### src/rtl/seg_readback_if.sv
// Byte stream from seg_readback to its consumer.
//   out_valid : byte available (master -> slave)
//   out_ready : consumer accepts the byte (slave -> master)
//   out_addr  : data-memory address the byte was read from
//   out_data  : {high nibble, low nibble}
//   out_err   : decode or echo error seen while sampling this byte
interface seg_readback_if;
    logic       out_valid;
    logic       out_ready;
    logic [3:0] out_addr;
    logic [7:0] out_data;
    logic       out_err;

    modport master (
        output out_valid,
        output out_addr,
        output out_data,
        output out_err,
        input  out_ready
    );

    modport slave (
        input  out_valid,
        input  out_addr,
        input  out_data,
        input  out_err,
        output out_ready
    );
endinterface

### src/rtl/seg_readback.sv
// Sweeps the processor's 16 data-memory addresses through its seven-segment
// readout port, decodes the high and low nibble patterns and streams one byte
// per address on a valid/ready interface.
//   clk, rst_n          : system clock, asynchronous active-low reset
//   start               : one-cycle sweep request (ignored while busy)
//   busy, done          : sweep in progress / one-cycle end-of-sweep pulse
//   display_on, lsB     : processor ui_in[0] / ui_in[1] (0 = high nibble)
//   addr                : processor ui_in[5:2]
//   seg_in, seg_lsb_in  : processor uo_out[6:0] segments / uo_out[7] echo
//   out_if              : decoded byte stream (master side)
//   err_any             : sticky error flag, cleared by an accepted start
module seg_readback #(
    parameter int unsigned SETTLE_CYCLES = 4
) (
    input  logic                  clk,
    input  logic                  rst_n,
    input  logic                  start,
    output logic                  busy,
    output logic                  done,
    output logic                  display_on,
    output logic                  lsB,
    output logic [3:0]            addr,
    input  logic [6:0]            seg_in,
    input  logic                  seg_lsb_in,
    seg_readback_if.master        out_if,
    output logic                  err_any
);

    localparam int unsigned CNT_W = (SETTLE_CYCLES < 2) ? 1 : $clog2(SETTLE_CYCLES + 1);

    localparam logic [1:0] ST_IDLE      = 2'd0;
    localparam logic [1:0] ST_SETTLE_HI = 2'd1;
    localparam logic [1:0] ST_SETTLE_LO = 2'd2;
    localparam logic [1:0] ST_EMIT      = 2'd3;

    logic [1:0]       state_q,    state_d;
    logic [CNT_W-1:0] cnt_q,      cnt_d;
    logic [3:0]       addr_q,     addr_d;
    logic             lsb_q,      lsb_d;
    logic             disp_q,     disp_d;
    logic             busy_q,     busy_d;
    logic             done_q,     done_d;
    logic             valid_q,    valid_d;
    logic [3:0]       out_addr_q, out_addr_d;
    logic [7:0]       out_data_q, out_data_d;
    logic             out_err_q,  out_err_d;
    logic             err_any_q,  err_any_d;
    logic [3:0]       hi_nib_q,   hi_nib_d;
    logic             hi_err_q,   hi_err_d;

    logic [4:0]       dec_c;
    logic             sample_c;
    logic             echo_bad_c;

    // Pattern to {error, nibble}; unknown patterns decode to 0 with error set.
    function automatic logic [4:0] seg_decode(input logic [6:0] seg);
        logic [4:0] r;
        case (seg)
            7'h3F:   r = 5'h00;
            7'h06:   r = 5'h01;
            7'h5B:   r = 5'h02;
            7'h4F:   r = 5'h03;
            7'h66:   r = 5'h04;
            7'h6D:   r = 5'h05;
            7'h7D:   r = 5'h06;
            7'h07:   r = 5'h07;
            7'h7F:   r = 5'h08;
            7'h6F:   r = 5'h09;
            7'h77:   r = 5'h0A;
            7'h7C:   r = 5'h0B;
            7'h39:   r = 5'h0C;
            7'h5E:   r = 5'h0D;
            7'h79:   r = 5'h0E;
            7'h71:   r = 5'h0F;
            default: r = 5'h10;
        endcase
        return r;
    endfunction

    assign dec_c      = seg_decode(seg_in);
    assign sample_c   = (cnt_q == CNT_W'(SETTLE_CYCLES));
    assign echo_bad_c = (seg_lsb_in != lsb_q);

    // Next-state and registered-output logic.
    always_comb begin
        state_d    = state_q;
        cnt_d      = cnt_q;
        addr_d     = addr_q;
        lsb_d      = lsb_q;
        disp_d     = disp_q;
        busy_d     = busy_q;
        done_d     = 1'b0;
        valid_d    = valid_q;
        out_addr_d = out_addr_q;
        out_data_d = out_data_q;
        out_err_d  = out_err_q;
        err_any_d  = err_any_q;
        hi_nib_d   = hi_nib_q;
        hi_err_d   = hi_err_q;

        case (state_q)
            ST_IDLE: begin
                if (start) begin
                    addr_d    = 4'd0;
                    lsb_d     = 1'b0;
                    disp_d    = 1'b1;
                    busy_d    = 1'b1;
                    err_any_d = 1'b0;
                    cnt_d     = '0;
                    state_d   = ST_SETTLE_HI;
                end
            end
            ST_SETTLE_HI: begin
                if (sample_c) begin
                    hi_nib_d = dec_c[3:0];
                    hi_err_d = dec_c[4] | echo_bad_c;
                    lsb_d    = 1'b1;
                    cnt_d    = '0;
                    state_d  = ST_SETTLE_LO;
                end else begin
                    cnt_d = cnt_q + CNT_W'(1);
                end
            end
            ST_SETTLE_LO: begin
                if (sample_c) begin
                    out_data_d = {hi_nib_q, dec_c[3:0]};
                    out_err_d  = hi_err_q | dec_c[4] | echo_bad_c;
                    out_addr_d = addr_q;
                    valid_d    = 1'b1;
                    state_d    = ST_EMIT;
                end else begin
                    cnt_d = cnt_q + CNT_W'(1);
                end
            end
            ST_EMIT: begin
                if (valid_q && out_if.out_ready) begin
                    valid_d   = 1'b0;
                    err_any_d = err_any_q | out_err_q;
                    lsb_d     = 1'b0;
                    if (addr_q != 4'hF) begin
                        addr_d  = addr_q + 4'd1;
                        cnt_d   = '0;
                        state_d = ST_SETTLE_HI;
                    end else begin
                        addr_d  = 4'd0;
                        done_d  = 1'b1;
                        busy_d  = 1'b0;
                        disp_d  = 1'b0;
                        state_d = ST_IDLE;
                    end
                end
            end
            default: state_d = ST_IDLE;
        endcase
    end

    // State and output registers.
    always_ff @(posedge clk or negedge rst_n) begin
        if (!rst_n) begin
            state_q    <= ST_IDLE;
            cnt_q      <= '0;
            addr_q     <= 4'd0;
            lsb_q      <= 1'b0;
            disp_q     <= 1'b0;
            busy_q     <= 1'b0;
            done_q     <= 1'b0;
            valid_q    <= 1'b0;
            out_addr_q <= 4'd0;
            out_data_q <= 8'h00;
            out_err_q  <= 1'b0;
            err_any_q  <= 1'b0;
            hi_nib_q   <= 4'd0;
            hi_err_q   <= 1'b0;
        end else begin
            state_q    <= state_d;
            cnt_q      <= cnt_d;
            addr_q     <= addr_d;
            lsb_q      <= lsb_d;
            disp_q     <= disp_d;
            busy_q     <= busy_d;
            done_q     <= done_d;
            valid_q    <= valid_d;
            out_addr_q <= out_addr_d;
            out_data_q <= out_data_d;
            out_err_q  <= out_err_d;
            err_any_q  <= err_any_d;
            hi_nib_q   <= hi_nib_d;
            hi_err_q   <= hi_err_d;
        end
    end

    assign busy             = busy_q;
    assign done             = done_q;
    assign display_on       = disp_q;
    assign lsB              = lsb_q;
    assign addr             = addr_q;
    assign err_any          = err_any_q;
    assign out_if.out_valid = valid_q;
    assign out_if.out_addr  = out_addr_q;
    assign out_if.out_data  = out_data_q;
    assign out_if.out_err   = out_err_q;

endmodule

### src/flat_wrapper.sv
// flat-port wrapper written by rule: the top's interface ports become plain ports
module seg_readback_flat 
#(
    parameter int unsigned SETTLE_CYCLES = 4
)
  (clk, rst_n, start, busy, done, display_on, lsB, addr, seg_in, seg_lsb_in, err_any, out_if_out_valid, out_if_out_addr, out_if_out_data, out_if_out_err, out_if_out_ready);
  seg_readback_if out_if_i ();
  input  logic clk;
  input  logic rst_n;
  input  logic start;
  output logic busy;
  output logic done;
  output logic display_on;
  output logic lsB;
  output logic [3:0] addr;
  input  logic [6:0] seg_in;
  input  logic seg_lsb_in;
  output logic err_any;
  output wire logic [$bits(out_if_i.out_valid)-1:0] out_if_out_valid;
  output wire logic [$bits(out_if_i.out_addr)-1:0] out_if_out_addr;
  output wire logic [$bits(out_if_i.out_data)-1:0] out_if_out_data;
  output wire logic [$bits(out_if_i.out_err)-1:0] out_if_out_err;
  input wire logic [$bits(out_if_i.out_ready)-1:0] out_if_out_ready;
  assign out_if_out_valid = out_if_i.out_valid;
  assign out_if_out_addr = out_if_i.out_addr;
  assign out_if_out_data = out_if_i.out_data;
  assign out_if_out_err = out_if_i.out_err;
  assign out_if_i.out_ready = out_if_out_ready;
  seg_readback #(.SETTLE_CYCLES(SETTLE_CYCLES)) u_core (.clk(clk), .rst_n(rst_n), .start(start), .busy(busy), .done(done), .display_on(display_on), .lsB(lsB), .addr(addr), .seg_in(seg_in), .seg_lsb_in(seg_lsb_in), .out_if(out_if_i), .err_any(err_any));
endmodule
### config.mk
export PLATFORM = sky130hd
export DESIGN_NAME = seg_readback_flat
export DESIGN_NICKNAME = d
export VERILOG_FILES = /design/src/rtl/seg_readback_if.sv /design/src/rtl/seg_readback.sv /design/src/flat_wrapper.sv
export SDC_FILE = /design/constraint.sdc
export NUM_CORES = 1
export LEC_CHECK = 0
export ABC_AREA = 1
export CAP_MARGIN = 20
export CORE_AREA = 2 2 70 72
export CTS_CLUSTER_SIZE = 24
export DETAILED_ROUTE_END_ITERATION = 10
export DIE_AREA = 0 0 72 74
export GPL_ROUTABILITY_DRIVEN = 0
export PLACE_DENSITY = 0.75
export SLEW_MARGIN = 20
export SYNTH_ARGS = -nofsm -noshare
export SYNTH_HDL_FRONTEND = slang
export SYNTH_SLANG_ARGS = --single-unit
### constraint.sdc
create_clock -name clk -period 3.1 [get_ports clk]
set_clock_uncertainty 0.1 [all_clocks]
set_input_delay 0.31 -clock clk [delete_from_list [all_inputs] [get_ports clk]]
set_output_delay 0.31 -clock clk [all_outputs]
set_load 0.02 [all_outputs]
# Word-level counts from Yosys, hierarchy flattened
# Index checks and enable logic that the tools add are counted.
# word_totals
output_inout_bits	23
regBits	32
inputBits	12
# op_classes
eq_ne	29
n_reduce_logical	13
addsub	2
mux	31
bitwise_logic	4
# ops
cell	count
equality test 7 bit, second input constant	12
case mux 5 bit (16 select lines)	1
AND reduction 4 bit	4
two-way mux 3 bit	5
equality test 7 x 3 -> 1 bit, second input constant	2
equality test 7 x 6 -> 1 bit, second input constant	2
two-way mux 4 bit	3
case mux 3 bit (4 select lines)	1
two-way mux 1 bit	11
two-way mux 2 bit	4
!= test 2 x 1 -> 1 bit, second input constant	4
case mux 2 bit (4 select lines)	1
case mux 4 bit (2 select lines)	1
!= test 2 bit, second input constant	3
case mux 1 bit (2 select lines)	3
AND reduction 3 bit	2
adder 4 x 1 -> 4 bit, second input constant	1
equality test 2 bit, second input constant	2
!= test 4 bit, second input constant	1
bitwise OR 1 bit	4
AND reduction 2 bit	2
nonzero test 2 bit	2
adder 3 x 1 -> 3 bit, second input constant	1
equality test 3 bit, second input constant	1
6 further kinds	6

# Longest topological paths before layout
# depth
depth_word	4
mapped_depth	10
ltp_nobuf	10

# Worst setup path before layout
# OpenSTA, ideal clock, no wires.
# synth_path
path_type	register to register
startpoint	register u_core.state_q[0]
endpoint	register u_core.disp_q (netlist: u_core.display_on)
synth_period_minus_slack_ns	1.566
path_slack_ns	1.534
path_stages_with_launch	10
t_arrival_ns	1.334
path_cell_list	dfrtp_1 -> inv_1 -> ha_1 -> inv_2 -> or2_1 -> nand2_2 -> a21oi_4 -> inv_2 -> o21ai_0 -> o21ai_0
# synth_via
elab_chain_cells	3
word_cells_on_any_way	8
cone_classes	eq/ne: 4; mux: 1; reduce/logical: 3
# synth_rtl
item	line	source
start, declared	seg_readback.sv:36	logic [1:0] state_q, state_d;
start signal, assigned	seg_readback.sv:175	state_q <= state_d;
equality test 2 bit / logical NOT 2 bit (equally long branches)	seg_readback.sv:101	case (state_q)
!= test 2 bit (no source line) (tied with other cells)	--	
AND reduction 4 bit (no source line)	--	
end signal, assigned	seg_readback.sv:179	disp_q <= disp_d;
end, declared	seg_readback.sv:40	logic disp_q, disp_d;
# Several ways; a longest one is shown, not always the timed one.
# A chain may end at the register's enable or synchronous reset.

# Final worst setup path
# layout_path
startpoint	register u_core.state_q[0]
endpoint	register u_core.out_err_q (netlist: u_core.out_if.out_err)
# layout_via
elab_chain_cells	2
# layout_rtl
item	line	source
equality test 2 bit	seg_readback.sv:101	
AND reduction 2 bit (no source line)	--	
end signal, assigned	seg_readback.sv:185	out_err_q <= out_err_d;
end, declared	seg_readback.sv:46	logic out_err_q, out_err_d;
# Every way passes these cells.

==> run metrics <==
Final Instance Area 2287 sq um; Synth area leaders dfrtp_1, nand2_1, inv_1; Vias/cell 4.884; Worst Tran Pin Value 631.3 ps; worst path required time 3180 ps; GR Overflow Total 0; setup TNS 0 ps; clock sinks 32; number of enable flip-flop cells after synthesis 0; DRC viols 0; Post-Place Cell Area 2180 sq um; core box area 4598 sq um; synth unique cells 31; Slew Limit Fails 0; Power Density 791.5 nW/um^2; register area share after synthesis 44.94%; ant diodes 0; cell taking the most area after synthesis dfrtp_1; final hold slack 317.0 ps; # nets final 283; DR pass1 iterations 4; clock root buffer clkbuf_8; FF+latch count, synth 32; Most used DFF post-synth dfrtp_1; Setup WS post-layout 1210 ps; largest net degree at the start of global routing 33; Starting Density 38.75%; WP data arrival 1970 ps; vias post-DR 1,553; count leader, synth nand2_1; Synth warnings 0; Area Overhead vs Synth 28.37%; crit path max fanout 23; pre-CTS WS 1232 ps; die area 5328 sq um; CP delay by family, top buffers and inverters; Ports 35; FMAX 529.2 MHz; Fin. Hold Viols 0; Hold-fix buffers, CTS 0; slowest CP cell dfrtp_1; WS Path Type flop to flop; slew margin rel. 57.86%; DRT antenna net count 0; drt wl/cell 11.50 microns; Worst-path clk slew 70 ps; CTS buffer count 5; Syn Inst Count 224; Setup Buffers After CTS 0; Pleak 1.105 nW; CTS tree done; vias in the first global route 1,442; CP cell instances inv_1, ha_1, inv_1, nor2_4, inv_1, nor2_1, nand3_1, nand2_1, inv_1; mapped cell area 1782 sq um; RSZ-0062 raised after global routing no; multi-input logic area 843.3 sq um; clk_lat worst skew 290 ps; Mean Syn Cell Area 7.954 sq um; antenna violations before repair 0; filler cell count 428; Detailed Place HPWL 2761 microns; first-pass GRT wire length 6334 microns; Hold WC Path Type primary input to async pin; CP dominant cell by count inv_1; row count 25; die width 72 microns; DR iter-0 viols 120; H-tree depth 2; Bufs and invs on worst path 4; Max-Cap Viols 0; maximum clock insertion buffer count 2; Post-Route WL 3658 microns; outcome completed; layout cells sized above 1 11.36%; Max stage delay on crit path 400 ps; PostCTS Resize Cnt 0; vertical die dimension 74 microns; Synth Net Count 244; crit end category flop; VDD IR max 390.1 uV; period utilisation layout 60.95%; Worst setup SP type flop; # setup viols final 0; Tmin final 1890 ps; commonest cells in the netlist nand2_1, dfrtp_1, inv_1, nor2_1, o21ai_1; IO buf count 34; post-synth top area share 44.94%; Reg area 800.8 sq um; Total GRT Usage 15.30%; share of async-settable or async-resettable flops after synthesis 100.0%
routing by layer:
metal	GRT usage, %	wire [microns]	vias up
li1	-	-	803
met1	20.38	1752	707
met2	23.56	1722	33
met3	3.794	106	10
met4	7.338	76	0
met5	0	0	-
layout make-up:
cell class              instances  share of cell area, %
inverters                      32                  5.252
clock inverters                 2                  1.532
clock buffers                   6                  3.173
well taps                      54                  2.954
repair buffers                 35                  15.21
flip-flops and latches         32                  35.01
multi-input cells             157                  36.87
cells by family (layout without fill, tap and decap cells):
logic type	after synthesis	count (layout)	share of synthesized area, %
AOI/OAI and AO/OA	33	33	11.03
xor gates and xnor gates	2	2	0.9833
adders and majority gates	8	8	5.618
buffers and inverters	35	75	7.725
DFF	32	32	44.94
and+or+nand+nor	114	114	29.71
flip-flops by register name, indices dropped and copies added (netlist names):
signal                   count
u_core.addr                  4
u_core.cnt_q                 3
u_core.display_on            1
u_core.done                  1
u_core.err_any               1
u_core.hi_err_q              1
u_core.hi_nib_q              4
u_core.lsB                   1
u_core.out_if.out_addr       4
u_core.out_if.out_data       8
u_core.out_if.out_err        1
u_core.out_if.out_valid      1
u_core.state_q               2
per-stage QoR:
stage          total power, mW  util, %  cells
4_1_cts                  1.826    49.74    318
3_3_place_gp             1.404    47.40    310
2_1_floorplan            1.135        -    224
5_1_grt                  1.947    49.74    318
6_report                 1.810    49.74    318
3_5_place_dp             1.421    47.40    310
worst paths after layout:
kind / startpoint / end / slack (ps) / cells after the start
worst max-delay path: u_core.state_q[0]$_DFFE_PN0P_ / u_core.out_if.out_err$_DFFE_PN0P_ / 1210 / 9
worst min-delay path: rst_n / u_core.out_if.out_addr[3]$_DFFE_PN0P_ / 320 / 2
worst max register to register: u_core.state_q[0]$_DFFE_PN0P_ / u_core.out_if.out_err$_DFFE_PN0P_ / 1210 / 9
worst min register to register: u_core.out_if.out_data[0]$_DFFE_PN0P_ / u_core.out_if.out_data[0]$_DFFE_PN0P_ / 390 / 2
max in group asynchronous: rst_n / u_core.state_q[1]$_DFFE_PN0P_ / 2290 / 2
min in group clk: u_core.out_if.out_data[0]$_DFFE_PN0P_ / u_core.out_if.out_data[0]$_DFFE_PN0P_ / 390 / 2
power by group:
| group | total [mW] | switching [mW] | internal, mW |
|---|---|---|---|
| logic | 0.787 | 0.461 | 0.326 |
| registers | 0.630 | 0.0883 | 0.542 |
| clock network | 0.393 | 0.155 | 0.238 |
| total | 1.81 | 0.704 | 1.11 |
placed cells by master (no fill, tap or decap), types with 3 or more instances in the layout:
cell and instances:
nand2_1 61, nor2_2 4, dfrtp_1 32, o21ai_1 11, nor2_1 21, inv_2 4, nor3_1 4, ha_1 8
nand4_1 3, nand3_2 4, nand2_2 4, nand3_1 6, o21ai_0 7, clkdlybuf4s50_1 34, clkbuf_8 5, a21oi_1 6
inv_1 28
Note: power is estimated with default switching activity, not from simulation.
